===== src/rtl/hack_exec_ctrl.sv =====
// Multi-cycle Hack CPU control shell: fetches and decodes instructions, drives the external ALU,
// owns the A/D/PC registers and reaches data memory through a req/ack handshake.
module hack_exec_ctrl #(
   parameter logic [15:0] RESET_PC = 16'h0000,
   parameter int          ADDR_W   = 15
) (
   input  logic              clock,
   input  logic              reset_n,
   input  logic [15:0]       instr,
   input  logic              instr_valid,
   output logic              instr_ready,
   output logic [15:0]       pc,
   output logic [15:0]       alu_x,
   output logic [15:0]       alu_y,
   output logic [5:0]        alu_ctl,
   input  logic [15:0]       alu_out,
   input  logic              alu_zr,
   input  logic              alu_ng,
   output logic              mem_req,
   output logic              mem_we,
   output logic [ADDR_W-1:0] mem_addr,
   output logic [15:0]       mem_wdata,
   input  logic [15:0]       mem_rdata,
   input  logic              mem_ack,
   output logic [15:0]       a_reg,
   output logic [15:0]       d_reg
);

   typedef enum logic [1:0] {S_FETCH, S_MEM_RD, S_EXEC, S_MEM_WR} state_t;

   state_t            state_q;
   logic [15:0]       pc_q, a_q, d_q, m_q, ir_q, mem_wdata_q;
   logic [ADDR_W-1:0] mem_addr_q;
   logic              mem_req_q, mem_we_q;
   logic              jump_d;
   logic [15:0]       pc_d;

   // Jump decision and next PC; jump is only meaningful for C-instructions (IR[15]=1).
   always_comb begin
      jump_d = ir_q[15] & ((ir_q[2] & alu_ng) | (ir_q[1] & alu_zr) | (ir_q[0] & ~alu_ng & ~alu_zr));
      if (jump_d) begin
         pc_d = a_q;
      end else begin
         pc_d = pc_q + 16'd1;
      end
   end

   // Control FSM with all architectural and memory-interface registers.
   always_ff @(posedge clock) begin
      if (!reset_n) begin
         state_q     <= S_FETCH;
         pc_q        <= RESET_PC;
         a_q         <= 16'h0000;
         d_q         <= 16'h0000;
         m_q         <= 16'h0000;
         ir_q        <= 16'h0000;
         mem_req_q   <= 1'b0;
         mem_we_q    <= 1'b0;
         mem_addr_q  <= '0;
         mem_wdata_q <= 16'h0000;
      end else begin
         case (state_q)
            S_FETCH: begin
               if (instr_valid) begin
                  ir_q <= instr;
                  if (instr[15] && instr[12]) begin
                     state_q    <= S_MEM_RD;
                     mem_req_q  <= 1'b1;
                     mem_we_q   <= 1'b0;
                     mem_addr_q <= a_q[ADDR_W-1:0];
                  end else begin
                     state_q <= S_EXEC;
                  end
               end
            end
            S_MEM_RD: begin
               if (mem_ack) begin
                  m_q       <= mem_rdata;
                  mem_req_q <= 1'b0;
                  state_q   <= S_EXEC;
               end
            end
            S_EXEC: begin
               pc_q <= pc_d;
               if (!ir_q[15]) begin
                  a_q     <= ir_q;
                  state_q <= S_FETCH;
               end else begin
                  if (ir_q[5]) a_q <= alu_out;
                  if (ir_q[4]) d_q <= alu_out;
                  // Store address uses A as it was before this instruction wrote it.
                  if (ir_q[3]) begin
                     mem_req_q   <= 1'b1;
                     mem_we_q    <= 1'b1;
                     mem_addr_q  <= a_q[ADDR_W-1:0];
                     mem_wdata_q <= alu_out;
                     state_q     <= S_MEM_WR;
                  end else begin
                     state_q <= S_FETCH;
                  end
               end
            end
            S_MEM_WR: begin
               if (mem_ack) begin
                  mem_req_q <= 1'b0;
                  mem_we_q  <= 1'b0;
                  state_q   <= S_FETCH;
               end
            end
            default: state_q <= S_FETCH;
         endcase
      end
   end

   assign instr_ready = (state_q == S_FETCH);
   assign pc          = pc_q;
   assign alu_x       = d_q;
   assign alu_y       = ((state_q == S_EXEC) && ir_q[15] && ir_q[12]) ? m_q : a_q;
   assign alu_ctl     = ir_q[11:6];
   assign mem_req     = mem_req_q;
   assign mem_we      = mem_we_q;
   assign mem_addr    = mem_addr_q;
   assign mem_wdata   = mem_wdata_q;
   assign a_reg       = a_q;
   assign d_reg       = d_q;

endmodule

===== config.mk =====
export PLATFORM = sky130hd
export DESIGN_NAME = hack_exec_ctrl
export DESIGN_NICKNAME = d
export VERILOG_FILES = /design/src/rtl/hack_exec_ctrl.sv
export SDC_FILE = /design/constraint.sdc
export NUM_CORES = 1
export LEC_CHECK = 0
export ABC_AREA = 1
export CORE_MARGIN = 1.5
export CORE_UTILIZATION = 51
export CTS_BUF_LIST = sky130_fd_sc_hd__clkbuf_2
export DETAILED_ROUTE_END_ITERATION = 8
export PLACE_DENSITY = 0.9
export REMOVE_ABC_BUFFERS = 1
export SLEW_MARGIN = 25
export SYNTH_ARGS = -nofsm -noshare
export SYNTH_HDL_FRONTEND = slang
export SYNTH_SLANG_ARGS = --single-unit

===== constraint.sdc =====
create_clock -name clock -period 2.1 [get_ports clock]
set_input_delay 0.42 -clock clock [delete_from_list [all_inputs] [get_ports clock]]
set_output_delay 0.42 -clock clock [all_outputs]
set_load 0.01 [all_outputs]

[After elaboration in Yosys (flattened, before gate mapping)]
Cells that the tools add are included.
Storage, ports and cells
  register bits: 115
  bits of input ports: 54
Cells by class
  add/subtract/negate cells: 1
  equality and inequality tests: 11
  muxes and demuxes: 25
  bitwise operators: 9
  reduce and logical (&&, ||, !) cells: 16
Operators with widths (count)
  16-bit 2-to-1 mux: 4
  15-bit 2-to-1 mux: 4
  15-bit case mux with 2 select lines: 1
  16-bit by 1-bit adder with 16-bit output (second input constant): 1
  2-bit 2-to-1 mux: 6
  2-bit inequality test (second input constant): 6
  5-bit AND reduction: 2
  3-bit AND reduction: 3
  2-bit case mux with 4 select lines: 1
  1-bit 2-to-1 mux: 7
  1-bit case mux with 3 select lines: 2
  2-bit AND reduction: 3
  6-bit AND reduction: 1
  1-bit bitwise AND: 5
  2-bit == test (second input constant): 2
  2-bit by 1-bit inequality test with 1-bit output (second input constant): 2
  1-bit logical AND: 3
  3-bit nonzero test: 1
  2-bit by 1-bit == test with 1-bit output (second input constant): 1
  2-bit zero test: 1
  1-bit inverter: 2
  1-bit OR: 2
  2-bit nonzero test: 1
  2-bit OR reduction: 1

[Logic depth before layout (Yosys ltp)]
Gate-level depths: netlist of the first run.
  depth after elaboration: 6
  gate-level depth with buffers: 9
  gate-level depth less buffers: 9

[Worst setup path before layout of the first run]
Ideal clock, no wire load.
  path kind: register -> output
  from: reg state_q[1]
  to: out alu_y[0]
  arrival time: 1.237 ns
  path slack: 0.443 ns
  stages on the path, launching flop included: 6
  cells stage by stage: dfxtp_1 > nand2_4 > inv_2 > nand3_1 > clkbuf_1 > o21ai_0
On the way
  longest elaborated chain between the ends: 4
Ends and longest elaborated chain
  from (decl): RTL line 31  | state_t state_q;
  from (signal assigned): RTL line 51  | state_q <= S_FETCH;
  from (signal assigned): RTL line 67  | state_q <= S_MEM_RD;
  from (signal assigned): RTL line 72  | state_q <= S_EXEC;
  2-bit == test: RTL line 118  | assign alu_y = ((state_q == S_EXEC) && ir_q[15] && ir_q[12]) ? m_q : a_q;
  1-bit logical AND (2 in series): RTL line 118
  16-bit 2-to-1 mux: RTL line 118
  to (decl): RTL line 14  | output logic [15:0] alu_y,
No other way between the ends.

[Worst setup path after layout of the first run]
  from: reg state_q[1]
  to: out alu_y[1]
The elaborated chain is that of the path after synthesis.

==> impl_metrics.toml, run 1 <==
[status]
status = "finished with violations"
violations = "DRC, setup timing"

[min_path]
hp-class = "input port to register"
worstHoldStart = "reset_n"
hold_depth = 3
hold_end = "m_q[4]"

[cts]
cts.sinks = 115
cts.clk_slew.worst_paths_ns = 0.19
cts_hold_buf = 0
clockBufferDepth = 2
cts_tree = "built"
htreeDepth = 4
clk_latency_ns = 0.65
root_buffer = "clkbuf_2"
cts_inserted_buffers = 17

[critical_path]
reg2reg_slack_ns = 0.10
endpoint_kind = "output port"
r2r_end = "a_reg[3]"
path_class = "register to output port"
reg2reg_depth = 7
r2r_start = "ir_q[15]"
arrival_ns = 1.80
critPathMaxFanout = 15
critPathLaunchType = "register"
crit_required_ns = 1.68

[logic_synthesis]
syn_avg_cell_area_um2 = 7.093
yosys_most_used_dff = "dfxtp_1"
post_synth_num_cell_types = 32
synth_edf_count = 0
synth_top_area_share_pct = 44.22
syn_area_um2 = 5206
synth_seq_cells = 115
synth.area.top_cells = "dfxtp_1 (44%), nand2_1 (10%), o21ai_0 (9.9%)"
yosys-top-cells-count = "nand2_1 (140), dfxtp_1 (115), nor2_1 (108), o21ai_0 (103), inv_1 (57)"
yosysMostFrequentCell = "nand2_1"
synthArstFlopShare_pct = 0
synth_cells = 734
synth_warnings = 0
yosys.area.top_type = "dfxtp_1"
yosysSeqAreaShare_pct = 44.22

[die]
num_rows = 36
core_um2 = 9819
die_w_um = 104.0
initial_utilization_pct = 53.02
io_pins = 174
die-area_um2 = 10820
die_y_um = 104.0

[detailed_routing]
vias_per_cell = 5.479
vias = 5687
routedWlPerCell_um = 16.26
wl_mm = 16.88
dr.pass1.iters = 9
drt_iter0_drc = 518
drc = 1
ant_nets = 0

[pwr]
finalPower_mw = 4.957
p_sw_mw = 1.467
combPwrFrac_pct = 18.7
p_sw_share_pct = 29.59
pwr-share-seq_pct = 48.7
intPower_mw = 3.491
leakage_nw = 2.882
clkPwrFrac_pct = 32.6
ir_drop_mv = 0.5434
powerDensity_nw_per_um2 = 675.7

[layout]
final_core_util_pct = 74.72
antenna_cells = 0
area_growth_pct = 40.93
stdcell_count = 1038
num-nets-final = 948
final_layout_size_suffix_gt1_share_pct = 15.47
stdcell_area_um2 = 7337

[place]
gp_congestion = 0.8506
dpl.cell_count = 1000
detailed_place_hpwl_mm = 11.18
dpl_cell_area_um2 = 6935
port_buffers = 173

[grt]
grt_max_degree = 33
grt_antenna_before_repair = 0
grt_pass1_vias = 5246
grt_util_all_layers_pct = 30.12
grt_pass1_wl_mm = 26.28
grt_overflow_total = 0

[sta]
holdWs_ns = 0.2596
finClkSkew_ns = 0.02841
hold_viol = 0
fmax_mhz = 450.7
post-route-min-period_ns = 2.219
setup_violations = 16
relSlewSlack_pct = 64.59
rsz0062_at_grt = "yes"
finalCritPeriodShare_pct = 105.7
drv_slew = 0
setup_slack_ns = -0.1190
tightest_slew_ns = 0.5311

[job]
max_cap_viol_count = 0
## placed cells by master (no fill, tap or decap), types with 3 or more instances in the layout
cell type and instances:
o21ai_0 87, dfxtp_4 16, dfxtp_2 19, nand3b_1 4, nor2_1 108, a31oi_1 15
inv_2 4, nand4_1 3, nor2_4 4, o21ai_1 17, a21oi_1 54, clkinv_1 3
buf_4 23, nand2_1 138, buf_12 3, clkbuf_2 20, buf_2 16, inv_1 56
dfxtp_1 80, clkinv_2 4, bufinv_16 4, nand3_1 39, clkdlybuf4s50_1 153, o21ai_2 5
## repair_timing
| action | CTS | global route |
|---|---|---|
| pin swaps | 0 | 1 |
| endpoints found under the setup margin | 36 | 54 |
| gates resized for setup | 114 | 38 |
| buffers inserted | 4 | 3 |
| gates cloned | 1 | 0 |
## worst max-delay path, cell delays in order (launching register included)
cell     delay, ns
dfxtp_1       0.41
nand2_4       0.08
inv_4         0.07
nand3_4       0.12
buf_12        0.19
o21ai_1       0.13
buf_2         0.16
## per-layer routing
layer / vias to the layer above / share of wire [%] / track usage, %
met5: - / 0 / 0
met4: 0 / 3.4 / 13.29
met1: 2587 / 37 / 35.05
li1: 2683 / - / -
met2: 349 / 49 / 51.80
met3: 68 / 10 / 8.145
## power by group through the flow
| stage | combinational, mW | sequential [mW] | clock, mW |
|---|---|---|---|
| 5_1_grt | 0.997 | 2.42 | 1.73 |
| 3_5_place_dp | 0.889 | 2.45 | 0 |
| 3_3_place_gp | 0.873 | 2.45 | 0 |
| 6_report | 0.927 | 2.41 | 1.62 |
| 2_1_floorplan | 0.359 | 2.45 | 0 |
| 4_1_cts | 0.881 | 2.42 | 1.61 |
## area by class of cell
cell class | instances | area, um2
Multi-Input combinational cell | 494 | 2355
Sequential cell | 115 | 2386
Timing Repair Buffer | 201 | 1924
Fill cell | 730 | 2482
Tap cell | 133 | 166.4
Clock inverter | 11 | 160.2
Clock buffer | 20 | 100.1
Inverter | 64 | 245.2
## cells by family (layout without fill, tap and decap cells)
group                    after synthesis  in the layout  synth area share [%]
flip-flops                           115            115                 44.22
XOR/XNOR                               2              2                0.3365
AO/OA/AOI/OAI                        184            184                 18.51
adder cells (fa/ha/maj)                1              1                0.2403
AND/OR/NAND/NOR                      307            307                 25.14
buffers and inverters                125            296                 11.56
## worst max path at each step
stage               startpoint        end  slack (ns)  cells after the start
detailed placement  state_q[0]   alu_y[9]        0.05                      7
CTS                 state_q[0]  alu_y[15]       -0.14                      8
global route        state_q[0]  alu_y[13]       -0.21                      7
floorplan             ir_q[15]   alu_y[0]       -0.23                      2
finish              state_q[1]   alu_y[1]       -0.12                      6
global placement    state_q[0]  alu_y[15]        0.09                      6
## stage by stage
stage	setup slack [ns]	setup TNS, ns
after floorplan	-0.2269	-3.630
after global placement	0.09033	0
after detailed placement	0.04800	0
after CTS	-0.1387	-1.106
after global routing	-0.2054	-3.083
final	-0.1190	-1.286
Note: power is estimated with default switching activity, not from simulation.
==> inputs of run 2 (changes only) <==
--- a/config.mk
+++ b/config.mk
@@ -6,10 +6,12 @@
 export NUM_CORES = 1
 export LEC_CHECK = 0
 export ABC_AREA = 1
+export ABC_CLOCK_PERIOD_IN_PS = 2100
 export CORE_MARGIN = 1.5
 export CORE_UTILIZATION = 51
 export CTS_BUF_LIST = sky130_fd_sc_hd__clkbuf_2
 export DETAILED_ROUTE_END_ITERATION = 8
+export HOLD_SLACK_MARGIN = 0.1
 export PLACE_DENSITY = 0.9
 export REMOVE_ABC_BUFFERS = 1
 export SLEW_MARGIN = 25
==> results of run 2 <==
Same layout as run 1: the final DEF is identical, and so are final timing and power.
